[config.mk]
export PLATFORM = sky130hd
export DESIGN_NAME = instr_fetch_unit
export DESIGN_NICKNAME = d
export VERILOG_FILES = /design/src/rtl/instr_fetch_unit.sv
export SDC_FILE = /design/constraint.sdc
export NUM_CORES = 1
export LEC_CHECK = 0
export BUFFER_PORTS_ARGS = -buffer_cell sky130_fd_sc_hd__buf_2
export CAP_MARGIN = 0
export CORE_MARGIN = 2
export CORE_UTILIZATION = 30
export DETAILED_ROUTE_END_ITERATION = 8
export SLEW_MARGIN = 10
export SYNTH_ARGS = -nofsm -noshare
export SYNTH_HDL_FRONTEND = slang
export SYNTH_SLANG_ARGS = --single-unit
[constraint.sdc]
create_clock -name clk -period 5.8 [get_ports clk]
set_clock_uncertainty 0.2 [all_clocks]
set_input_delay 0.29 -clock clk [delete_from_list [all_inputs] [get_ports clk]]
set_output_delay 0.29 -clock clk [all_outputs]
set_load 0.03 [all_outputs]
[src/rtl/instr_fetch_unit.sv]
// Instruction fetch unit: owns the PC, fetches over a req/ack handshake and presents words to decode.
// Optional IFU_JUMP_EN: opcode 6'b000010 (j) is executed inside fetch and never presented.
module instr_fetch_unit #(
    parameter logic [31:0] RESET_PC = 32'h0000_0000
) (
    input  logic        clk,
    input  logic        rst,
    output logic        imem_req,
    output logic [31:0] imem_addr,
    input  logic        imem_ack,
    input  logic [31:0] imem_rdata,
    output logic        instr_valid,
    input  logic        instr_ready,
    output logic [31:0] instr,
    output logic [5:0]  instr_op,
    output logic [31:0] instr_pc_plus4,
    input  logic        resolve_valid,
    input  logic        resolve_branch,
    input  logic        resolve_zero,
    input  logic [31:0] resolve_pc_plus4,
    input  logic [15:0] resolve_imm
);

    typedef enum logic [1:0] {
        ST_IDLE  = 2'd0,
        ST_FETCH = 2'd1,
        ST_HOLD  = 2'd2,
        ST_DRAIN = 2'd3
    } state_t;

    state_t      state_q, state_d;
    logic [31:0] pc_q, pc_d;
    logic [31:0] instr_q, instr_d;
    logic [31:0] pc4_q, pc4_d;
    logic        valid_q, valid_d;

    logic        redirect_s;
    logic [31:0] target_s;
    logic [31:0] pc_plus4_s;
    logic [31:0] jump_target_s;
    logic        is_jump_s;

    assign redirect_s    = resolve_valid & resolve_branch & resolve_zero;
    assign target_s      = resolve_pc_plus4 + {{14{resolve_imm[15]}}, resolve_imm, 2'b00};
    assign pc_plus4_s    = pc_q + 32'd4;
    assign jump_target_s = {pc_plus4_s[31:28], imem_rdata[25:0], 2'b00};

`ifdef IFU_JUMP_EN
    assign is_jump_s = (imem_rdata[31:26] == 6'b000010);
`else
    assign is_jump_s = 1'b0;
`endif

    // Next-state and datapath updates; a resolved taken branch always takes priority.
    always_comb begin
        state_d = state_q;
        pc_d    = pc_q;
        instr_d = instr_q;
        pc4_d   = pc4_q;
        valid_d = valid_q;
        case (state_q)
            ST_IDLE: begin
                state_d = ST_FETCH;
            end
            ST_FETCH: begin
                if (redirect_s) begin
                    // With no ack yet the response is still owed, so drain it first.
                    pc_d    = target_s;
                    state_d = imem_ack ? ST_FETCH : ST_DRAIN;
                end else if (imem_ack) begin
                    if (is_jump_s) begin
                        pc_d    = jump_target_s;
                        state_d = ST_FETCH;
                    end else begin
                        instr_d = imem_rdata;
                        pc4_d   = pc_plus4_s;
                        pc_d    = pc_plus4_s;
                        valid_d = 1'b1;
                        state_d = ST_HOLD;
                    end
                end else begin
                    state_d = ST_FETCH;
                end
            end
            ST_HOLD: begin
                if (redirect_s) begin
                    valid_d = 1'b0;
                    pc_d    = target_s;
                    state_d = ST_FETCH;
                end else if (instr_ready) begin
                    valid_d = 1'b0;
                    state_d = ST_FETCH;
                end else begin
                    state_d = ST_HOLD;
                end
            end
            ST_DRAIN: begin
                if (redirect_s) begin
                    pc_d = target_s;
                end else begin
                    pc_d = pc_q;
                end
                if (imem_ack) begin
                    state_d = ST_FETCH;
                end else begin
                    state_d = ST_DRAIN;
                end
            end
            default: begin
                state_d = ST_IDLE;
                valid_d = 1'b0;
            end
        endcase
    end

    // State and datapath registers with synchronous reset.
    always_ff @(posedge clk) begin
        if (rst) begin
            state_q <= ST_IDLE;
            pc_q    <= RESET_PC;
            instr_q <= 32'h0000_0000;
            pc4_q   <= 32'h0000_0000;
            valid_q <= 1'b0;
        end else begin
            state_q <= state_d;
            pc_q    <= pc_d;
            instr_q <= instr_d;
            pc4_q   <= pc4_d;
            valid_q <= valid_d;
        end
    end

    assign imem_req       = (state_q == ST_FETCH);
    assign imem_addr      = pc_q;
    assign instr_valid    = valid_q;
    assign instr          = instr_q;
    assign instr_op       = instr_q[31:26];
    assign instr_pc_plus4 = pc4_q;

endmodule

Word level (Yosys, flattened, before mapping):

Cells that the tools add are included.

* bits of input ports: 87
* output and inout bits: 104
* register bits after elaboration: 99
* word-level logic and storage cells: 40

* mux-type cells: 15
* reduce and logical (&&, ||, !) cells: 7
* bitwise gates (word level): 3
* add/subtract/negate cells: 2
* equal/unequal tests: 8

Operator list (count)
* $mux W32: 3
* $pmux W32 S2: 1
* $add A32 B3 Y32 const B: 1
* $add A32 B32 Y32: 1
* $mux W2: 5
* $pmux W2 S4: 1
* $reduce_and A3 Y1: 2
* $eq A2 B2 Y1 const B: 2
* $mux W1: 4
* $ne A2 B1 Y1 const B: 2
* $reduce_and A4 Y1: 1
* $reduce_bool A2 Y1: 2
* $ne A3 B1 Y1 const B: 1
* $ne A3 B3 Y1 const B: 1
* $and A1 B1 Y1: 2
* $eq A2 B1 Y1 const B: 1
* $logic_not A2 Y1: 1
* $ne A2 B2 Y1 const B: 1
* $pmux W1 S2: 1
* $reduce_or A2 Y1: 1
* $not A1 Y1: 1

Logic depth before layout (Yosys ltp):

Gate-level depths: netlist of the first run.

* word-level depth: 4
* depth in mapped cells: 10
* mapped depth without buffers: 9

Worst setup path after synthesis of the first run:

Ideal clock, no wire load.

* path type: register to register
* from: reg pc_q[2] (netlist: imem_addr[2])
* to: reg pc4_q[30] (netlist: instr_pc_plus4[30])
* data arrival time: 2.233 ns
* setup slack: 3.279 ns
* stages on the path, launching flop included: 8
* data required time: 5.512 ns
* library setup time: 0.088 ns
* period minus slack after synthesis: 2.521 ns
* buffers on the path: 0
* path through: dfxtp_1 > ha_1 > nand2_1 > nor3_4 > and2_4 > nand4_4 > or3_1 > a311oi_2

* cells in the longest elaborated chain, start to end: 1

Ends and longest elaborated chain
* from (decl): line 32 `logic [31:0] pc_q, pc_d;`
* from (signal assigned): line 126 `pc_q <= pc_d;`
* $add A32 B3 Y32: line 45 `assign pc_plus4_s = pc_q + 32'd4;`
* to (signal assigned): line 128 `pc4_q <= pc4_d;`
* to (decl): line 34 `logic [31:0] pc4_q, pc4_d;`

Every way passes these cells.
A chain may end at the register's enable or synchronous reset.

Worst setup path in the final report of the first run:

* from: reg state_q[0]
* to: reg pc_q[20] (netlist: imem_addr[20])

* cells in the longest elaborated chain, start to end: 4
* elaborated cells between the ends (all ways): 9
* those cells by class: eq/ne: 5; mux: 1; reduce/logical: 3

Ends and longest elaborated chain
* from (decl): line 31 `state_t state_q, state_d;`
* from (signal assigned): line 125 `state_q <= state_d;`
* $eq A2 B2 Y1: line 61 `case (state_q)`
* $reduce_or A2 Y1 (no line)
* $ne A2 B1 Y1 (no line) / $reduce_bool A2 Y1 (equally long branches)
* $reduce_and A3 Y1 (no line)

Several ways; a longest one is shown, not always the timed one.

==> results.toml, run 1 <==
[clocking]
clkLatencyLatePin_ns = 0.34
cts_root_buf = "clkbuf_16"
ctsResizeCount = 0
cts.path.max_buffers = 2
cts_max_level = 3
cts_tree = "done"
clk_pin_slew_ns = 0.07
numCtsBuffers = 9
clock_sinks = 99

[detailed_routing]
ant_nets = 0
initialDrtViolationCount = 241
wl_per_cell_um = 15.5
drcViolationCount = 0
avgViaCountPerCell = 5.00
firstDrtPassIters = 6
drt-total-wl_um = 19600
vias = 6343

[timing]
hold_viol_final = 0
period_share_pct = 48.2
worst_slack_ns = 3.00
rsz0062_at_grt = "false"
fin_crit_ns = 2.80
worstMarginPinSlew_ns = 1.06
slew-limit-headroom_pct = 28.9
setup_tns_ns = 0
max_freq_ghz = 0.358
report.final.slew_viol_count = 0
setup_viol = 0

[setup_path]
path_max_fanout = 69
required_ns = 5.88
crit_type = "flip-flop to flip-flop"
cp.arrival_ns = 2.88
startpoint_type = "flip-flop"
cp-end-kind = "flip-flop"

[finish]
regArea_mm2 = 0.00198
area_delta_synth_final_pct = 25.7
nets = 1108
fillCellCount = 2166
diodes = 0
multiInputGateArea_mm2 = 0.00398
drive_above_1_share_pct = 24.4

[placed_design]
pre_cts_ws_ns = 2.97
portBuffers = 190
gp_routability_congestion = 0.868
dp_hpwl_um = 14500

[global_route]
overflow = 0
grt_pass1_vias = 5821
grt_usage_pct = 17.2
grt_max_degree = 70
antenna_found_initial = 0
grt_first_pass_wirelength_um = 30700

[die]
initial_utilization_pct = 30.3
dieArea_mm2 = 0.0223
fp-row-count = 53
io-pin-count = 191
die_h_um = 149
coreArea_mm2 = 0.0209
die_w_um = 149

[synth]
yosysUniqueCellTypes = 73
async_flop_share_pct = 0
synth_edf_count = 0
synth_area_per_cell_um2 = 7.77
synth_nets = 934
syn_inst = 815
yosysSeqAreaShare_pct = 31.3
yosysWarnings = 0
ys.flop_type = "dfxtp_1"
netlist_area_mm2 = 0.00633
synth_seq_cells = 99

[power]
p_per_area_mw_per_mm2 = 241
peakVddDrop_v = 0.000139
p_leak_nw = 3.38

[min_path]
hold_class = "input pin to flip-flop"

[job]
max_cap_violations = 0

[status]
status = "completed"
where the power goes:
part | total, mW | switching [mW] | internal (mW)
sequential | 0.756 | 0.0361 | 0.720
clock | 0.645 | 0.257 | 0.388
combinational | 0.517 | 0.328 | 0.188
total | 1.92 | 0.622 | 1.30
repair_timing:
item / CTS / global route
setup buffers: 0 / 0
endpoints found under the hold margin: 29 / 0
hold buffers: 29 / 0
synth_stat cells, drive strengths merged, types with 2 or more instances:
library cell | instances | area, um^2
nor3b | 2 | 15.0
buf | 27 | 203
a221oi | 2 | 17.5
dfxtp | 99 | 1980
nand4 | 9 | 92.6
a2111o | 3 | 33.8
and2 | 11 | 76.3
clkbuf | 35 | 133
xor2 | 18 | 158
a21boi | 3 | 22.5
or3 | 8 | 51.3
a311oi | 4 | 41.3
nand2b | 5 | 31.3
or2 | 4 | 25.0
a21oi | 97 | 493
o2111ai | 3 | 26.3
nor2b | 4 | 25.0
o221ai | 3 | 26.3
a21o | 13 | 101
a31oi | 11 | 68.8
a2111oi | 2 | 23.8
nor2 | 77 | 289
nand2 | 115 | 432
a41oi | 3 | 26.3
nand3b | 3 | 22.5
ha | 31 | 388
o21bai | 6 | 45.0
nor3 | 26 | 158
inv | 12 | 45.0
a211oi | 38 | 295
o31ai | 2 | 15.0
and3 | 13 | 86.3
xnor2 | 24 | 210
a211o | 5 | 43.8
and4 | 3 | 26.3
nor4 | 2 | 12.5
nand3 | 29 | 163
o21a | 3 | 22.5
mux2i | 5 | 50.1
o21ai | 37 | 189
o22ai | 5 | 31.3
a41o | 3 | 31.3
layout by cell type, fill, tap and decap left out, types with 23 or more instances in the layout:
cell           instances
dlygate4sd3_1         29
nor3_1                23
xnor2_1               24
nand2_1              115
a21oi_1               95
buf_2                189
nor2_1                77
dfxtp_1               99
ha_1                  31
a211oi_1              36
o21ai_0               32
nand3_1               26
state kept, by name, indices dropped and copies added (netlist names):
signal,flops
imem_addr,32
instr,32
instr_pc_plus4,32
state_q,2
instr_valid,1
stage by stage:
stage	instances	utilization, %	instance area (um^2)	power, mW	hold WS [ns]
after global routing	1268	38.1	7960	2.03	0.0276
after CTS	1268	38.1	7960	1.95	0.000618
after detailed placement	1224	35.2	7350	1.27	0.243
after global placement	1224	35.2	7350	1.27	0.240
final	1268	38.1	7960	1.92	0.0128
after floorplan	815	-	6330	1.13	0.226
cell families after synthesis:
group	share of synthesized area (%)
and+or+nand+nor	24.1
AOI/OAI and AO/OA	25.5
adders and majority gates	6.44
muxes	0.791
DFF	31.3
buffers and inverters	6.01
xor gates and xnor gates	5.81
path summary, 6_finish.rpt:
kind | start | endpoint | slack, ns | cells after the start
setup reg to reg | state_q[0]$_SDFF_PP0_ | imem_addr[20]$_SDFFE_PP0P_ | 3.00 | 6
setup / recovery | state_q[0]$_SDFF_PP0_ | imem_addr[20]$_SDFFE_PP0P_ | 3.00 | 6
hold reg to reg | instr_pc_plus4[0]$_SDFFE_PP0P_ | instr_pc_plus4[0]$_SDFFE_PP0P_ | 0.25 | 2
hold / removal | imem_rdata[23] | instr[23]$_SDFFE_PP0P_ | 0.01 | 3
layout make-up:
cell class	instances	area share (%)
clock inverter	4	0.943
sequential	99	24.9
multi-input combinational	642	50.0
clock buffer	11	3.05
tap	275	4.32
timing repair buffer	225	16.2
inverter	12	0.566
layer usage:
metal	part of all wire [%]	vias up	GRT usage (%)	wire, um
met3	7.3	20	3.49	1430
met1	47	2820	23.3	9200
met4	1.9	0	5.43	365
met5	0	-	0	0
li1	-	3285	-	-
met2	44	218	27.4	8630
critical path, cell delays in order (launching register included):
cell	delay, ns
dfxtp_1	0.42
nor2b_1	0.32
and3_4	0.75
buf_4	0.46
a41oi_1	0.17
a211oi_1	0.25
a211o_1	0.13
Note: power is estimated with default switching activity, not from simulation.
==> run 2, diff against run 1 <==
clock period = 2.41 ns   (was 5.8 ns; I/O delays follow)
==> run 2 against run 1 <==
Compared with the run above: fmax grew 25%; clock power rose by 140%; final area increased by 9.4%; via count rose by 5.0%; sequential cell count unchanged; highest routed layer unchanged.
==> results.toml, run 2 (synthesis results as in run 1) <==
[global_route]
grt_usage_pct = 18.1
antenna_found_initial = 0
overflow = 0
grt_pass1_vias = 6484
grt_max_degree = 46
grt_first_pass_wirelength_um = 32600

[setup_path]
reg2reg_from = "imem_addr[10]$_SDFFE_PP0P_"
crit_type = "flip-flop to flip-flop"
r2r_slack_ns = 0.17
cp.arrival_ns = 2.30
cp-end-kind = "flip-flop"
path_max_fanout = 6
reg2reg_to = "imem_addr[29]$_SDFFE_PP0P_"
startpoint_type = "flip-flop"
required_ns = 2.47
ff2ff_path_depth = 8

[finish]
fillCellCount = 2199
fin_cells = 1362
design_area_mm2 = 0.00870
layout_commonest_cell = "buf_2"
drive_above_1_share_pct = 30.5
regArea_mm2 = 0.00198
multiInputGateArea_mm2 = 0.00399
layout_common_cells = "buf_2 (189), nand2_1 (115), dfxtp_1 (97), a21oi_1 (95), buf_4 (92)"
area_delta_synth_final_pct = 37.5
diodes = 0
nets = 1202

[detailed_routing]
avgViaCountPerCell = 4.89
wl_per_cell_um = 14.8
firstDrtPassIters = 5
initialDrtViolationCount = 294
vias = 6659
ant_nets = 0
drcViolationCount = 0
drt-total-wl_um = 20200

[placed_design]
dp_hpwl_um = 15500
portBuffers = 190
place_inst = 1310
gp_routability_congestion = 0.898
place_area_mm2 = 0.00801

[die]
dieArea_mm2 = 0.0223
die_h_um = 149
coreArea_mm2 = 0.0209
initial_utilization_pct = 30.3
fp-row-count = 53
io-pin-count = 191
die_w_um = 149

[clocking]
numCtsBuffers = 9
cts_max_level = 3
cts.path.max_buffers = 2
clkLatencyLatePin_ns = 0.34
cts_root_buf = "clkbuf_16"
cts_tree = "done"
clk_pin_slew_ns = 0.07
clock_sinks = 99

[power]
p_leak_nw = 3.86
peakVddDrop_v = 0.000308
p_per_area_mw_per_mm2 = 546

[timing]
worstMarginPinSlew_ns = 0.654
setup_viol = 0
period_share_pct = 92.7
slew-limit-headroom_pct = 56.1
fin_crit_ns = 2.24
rsz0062_at_grt = "false"
max_freq_ghz = 0.447
hold_viol_final = 0
report.final.slew_viol_count = 0

[job]
max_cap_violations = 0

[min_path]
worst_hold_path.endpoint = "imem_addr[2]$_SDFFE_PP0P_"
hold_depth = 4
min_from = "resolve_imm[0]"
hold_class = "input pin to flip-flop"

[status]
status = "completed"
==> run 2: cell types whose count changed in the layout (fill, tap and decap cells not counted), moves of 2 or more <==
cell | previous run | this run
dfxtp_2 | 0 | 2
clkinv_2 | 0 | 2
buf_4 | 7 | 92
dlygate4sd3_1 | 29 | 37
dfxtp_1 | 99 | 97
==> run 2: layer usage <==
| metal | GRT usage, % | vias to the layer above | part of all wire, % |
|---|---|---|---|
| li1 | - | 3472 | - |
| met1 | 23.6 | 2955 | 47 |
| met2 | 30.0 | 209 | 45 |
| met3 | 3.61 | 23 | 6.5 |
| met4 | 5.62 | 0 | 2.0 |
| met5 | 0 | - | 0 |
==> run 2: layout make-up <==
class | count | share of cell area [%]
Clock inverter | 5 | 0.891
Timing Repair Buffer | 319 | 23.3
Inverter | 12 | 0.518
Multi-Input combinational cell | 642 | 45.8
Tap cell | 275 | 3.95
Clock buffer | 10 | 2.75
Sequential cell | 99 | 22.8
==> run 2: where the power goes <==
part | total (mW) | internal [mW] | switching (mW)
Sequential | 1.80 | 1.73 | 0.0680
Combinational | 1.41 | 0.578 | 0.834
Clock | 1.54 | 0.929 | 0.614
Total | 4.76 | 3.24 | 1.52
==> run 2: critical path, cell delays in order, from the launching register on <==
cell and delay (ns):
dfxtp_1 0.44, nand3_1 0.24, nor3_4 0.29, and4_1 0.32, buf_4 0.17, a31oi_1 0.09, o21bai_1 0.13, nand3_1 0.10
a211oi_1 0.17
==> run 2: timing repair <==
item / CTS / global route
gates resized for setup: 0 / 2
setup endpoints to repair: 0 / 4
setup buffers: 0 / 0
hold buffers: 37 / 0
hold endpoints to repair: 37 / 0
==> run 2: worst max-delay path by stage <==
stage / startpoint / endpoint / slack [ns] / depth (start not counted)
after floorplan: imem_addr[4]$_SDFFE_PP0P_ / imem_addr[31]$_SDFFE_PP0P_ / 0.01 / 9
after global routing: imem_addr[10]$_SDFFE_PP0P_ / imem_addr[28]$_SDFFE_PP0P_ / 0.002 / 7
after CTS: imem_addr[3]$_SDFFE_PP0P_ / imem_addr[28]$_SDFFE_PP0P_ / 0.04 / 8
final: imem_addr[10]$_SDFFE_PP0P_ / imem_addr[29]$_SDFFE_PP0P_ / 0.17 / 8
after global placement: resolve_pc_plus4[2] / imem_addr[26]$_SDFFE_PP0P_ / -0.12 / 10
after detailed placement: resolve_pc_plus4[2] / imem_addr[26]$_SDFFE_PP0P_ / -0.15 / 10
==> run 2: per-stage QoR <==
step                      utilization [%]  worst slack (ns)  setup TNS, ns  power [mW]  hold WS, ns
after CTS                            41.6            0.0423              0        4.81       0.0366
after floorplan                         -            0.0127              0        2.71       0.0565
after global placement               38.3            -0.123         -0.296        3.19        0.162
after global routing                 41.7           0.00156              0        5.03       0.0606
after detailed placement             38.3            -0.152         -0.544        3.20        0.166
final                                41.7             0.175              0        4.76       0.0418
==> run 3, diff against run 2 <==
CORE_UTILIZATION = 45   (was 30)
PLACE_DENSITY = 0.74   (was unset)
==> run 3 against run 2 <==
Compared with the run above: fmax decreased by 2.1%; power decreased by 1.9%; die area decreased by 33%; wire length decreased by 9.9%; highest routed layer unchanged; worst setup slack got worse by 0.049 ns; global-route usage increased by 5.5 points; sequential power about the same; first-iteration DRC count increased by 45%; final area decreased by 2.7%; combinational power decreased by 3%; via count decreased by 0.32%; non-clock buffer count decreased by 16; largest cell class unchanged.
==> results.toml, run 3 (synthesis results as in run 1) <==
[global_route]
antenna_found_initial = 0
grt_max_degree = 44
grt_usage_pct = 23.6
overflow = 0
grt_pass1_vias = 6031
grt_first_pass_wirelength_um = 28600

[placed_design]
pre_cts_ws_ns = -0.0844
gp_routability_congestion = 0.919
dp_hpwl_um = 13700
portBuffers = 190

[die]
io-pin-count = 191
dieArea_mm2 = 0.0150
coreArea_mm2 = 0.0138
die_h_um = 123
initial_utilization_pct = 45.8
die_w_um = 123
fp-row-count = 43

[finish]
area_delta_synth_final_pct = 33.8
nets = 1186
layout_common_cells = "buf_2 (189), nand2_1 (115), dfxtp_1 (97), a21oi_1 (95), nor2_1 (77)"
diodes = 0
drive_above_1_share_pct = 29.8
layout_commonest_cell = "buf_2"

[timing]
max_freq_ghz = 0.438
hold_viol_final = 0
slew-limit-headroom_pct = 56.9
period_share_pct = 94.8
setup_viol = 0
fin_crit_ns = 2.28
report.final.slew_viol_count = 0
worst_slack_ns = 0.126
worstMarginPinSlew_ns = 0.639
setup_tns_ns = 0

[clocking]
cts.path.max_buffers = 2
clkLatencyLatePin_ns = 0.35
clk_pin_slew_ns = 0.07
cts_tree = "done"
clock_sinks = 99
numCtsBuffers = 9
cts_root_buf = "clkbuf_16"
cts_max_level = 3

[setup_path]
reg2reg_to = "instr_pc_plus4[30]$_SDFFE_PP0P_"
required_ns = 2.47
reg2reg_from = "imem_addr[3]$_SDFFE_PP0P_"
r2r_slack_ns = 0.13
path_max_fanout = 5
cp-end-kind = "flip-flop"
crit_type = "flip-flop to flip-flop"
startpoint_type = "flip-flop"
ff2ff_path_depth = 7
cp.arrival_ns = 2.35

[power]
p_sw_mw = 1.55
clkPwrFrac_pct = 31.8
p_seq_share_pct = 38.7
p_sw_share_pct = 33.2
combPwrFrac_pct = 29.4
p_int_mw = 3.12
p_leak_nw = 3.78
peakVddDrop_v = 0.000325
p_per_area_mw_per_mm2 = 551

[detailed_routing]
initialDrtViolationCount = 427
ant_nets = 0
wl_per_cell_um = 14.5
drt-total-wl_um = 18200
firstDrtPassIters = 5
drcViolationCount = 0
vias = 6638
avgViaCountPerCell = 5.30

[status]
status = "completed"

[min_path]
hold_depth = 4
min_from = "resolve_imm[0]"
hold_class = "input pin to flip-flop"
worst_hold_path.endpoint = "imem_addr[2]$_SDFFE_PP0P_"

[job]
max_cap_violations = 0
-- run 3: cell types whose count changed in the layout (fill, tap and decap cells not counted) --
cell	change
and4_1	-1
and4_2	+1
buf_12	+1
buf_4	-16
bufinv_16	-1
clkbuf_8	-1
clkinv_2	-2
clkinv_4	+2
dlygate4sd3_1	-1
inv_6	+2
inv_8	+1
-- run 3: worst max-delay path by stage --
stage               cells past startpoint                       start  slack [ns]                         endpoint
floorplan                               9   imem_addr[4]$_SDFFE_PP0P_        0.01       imem_addr[31]$_SDFFE_PP0P_
global placement                       10         resolve_pc_plus4[2]       -0.05       imem_addr[26]$_SDFFE_PP0P_
detailed placement                     10         resolve_pc_plus4[2]       -0.08       imem_addr[26]$_SDFFE_PP0P_
CTS                                     7  imem_addr[15]$_SDFFE_PP0P_        0.12       imem_addr[31]$_SDFFE_PP0P_
global route                            7  imem_addr[15]$_SDFFE_PP0P_      -0.001       imem_addr[31]$_SDFFE_PP0P_
finish                                  7   imem_addr[3]$_SDFFE_PP0P_        0.13  instr_pc_plus4[30]$_SDFFE_PP0P_
-- run 3: routing by layer --
metal | up-vias | wire (um) | track usage [%]
met5 | - | 0 | 0
met4 | 0 | 289 | 7.90
met3 | 19 | 1490 | 4.60
met2 | 238 | 8100 | 39.4
met1 | 2935 | 8280 | 30.4
li1 | 3446 | - | -
-- run 3: what timing repair did --
item                                   4_1_cts  5_1_grt
resized for setup                            0        3
hold buffers                                36        0
endpoints found under the hold margin       37        0
buffers inserted                             0        0
setup endpoints to repair                    0        3
-- run 3: power by group through the flow --
stage / Clock [mW] / Combinational (mW) / Sequential [mW]
final: 1.48 / 1.37 / 1.81
after global routing: 1.57 / 1.50 / 1.82
after CTS: 1.53 / 1.36 / 1.81
after detailed placement: 0 / 1.31 / 1.84
after global placement: 0 / 1.31 / 1.84
after floorplan: 0 / 0.692 / 2.02
-- run 3: through the flow --
step | instances | power (mW) | cell area (um^2) | util, % | hold WS (ns)
final | 1252 | 4.66 | 8470 | 61.2 | 0.0266
after global routing | 1252 | 4.89 | 8470 | 61.2 | 0.0574
after CTS | 1252 | 4.70 | 8460 | 61.2 | 0.0150
after detailed placement | 1200 | 3.16 | 7790 | 56.3 | 0.170
after global placement | 1200 | 3.14 | 7790 | 56.3 | 0.160
after floorplan | 815 | 2.71 | 6330 | - | 0.0565
-- run 3: cell type report --
cell class	instances	area [um^2]
Multi-Input combinational cell	642	3990
Fill cell	1268	5360
Clock buffer	9	225
Tap cell	180	225
Inverter	12	45.0
Timing Repair Buffer	303	1920
Sequential cell	99	1980
Clock inverter	7	83.8
-- run 3: critical path, stage by stage, from the launching register on --
cell and delay (ns):
dfxtp_2 0.37, ha_1 0.17, nand2_1 0.14, nor3_4 0.33, and2_4 0.22, nand4_4 0.13
or3_1 0.39, a311oi_2 0.25
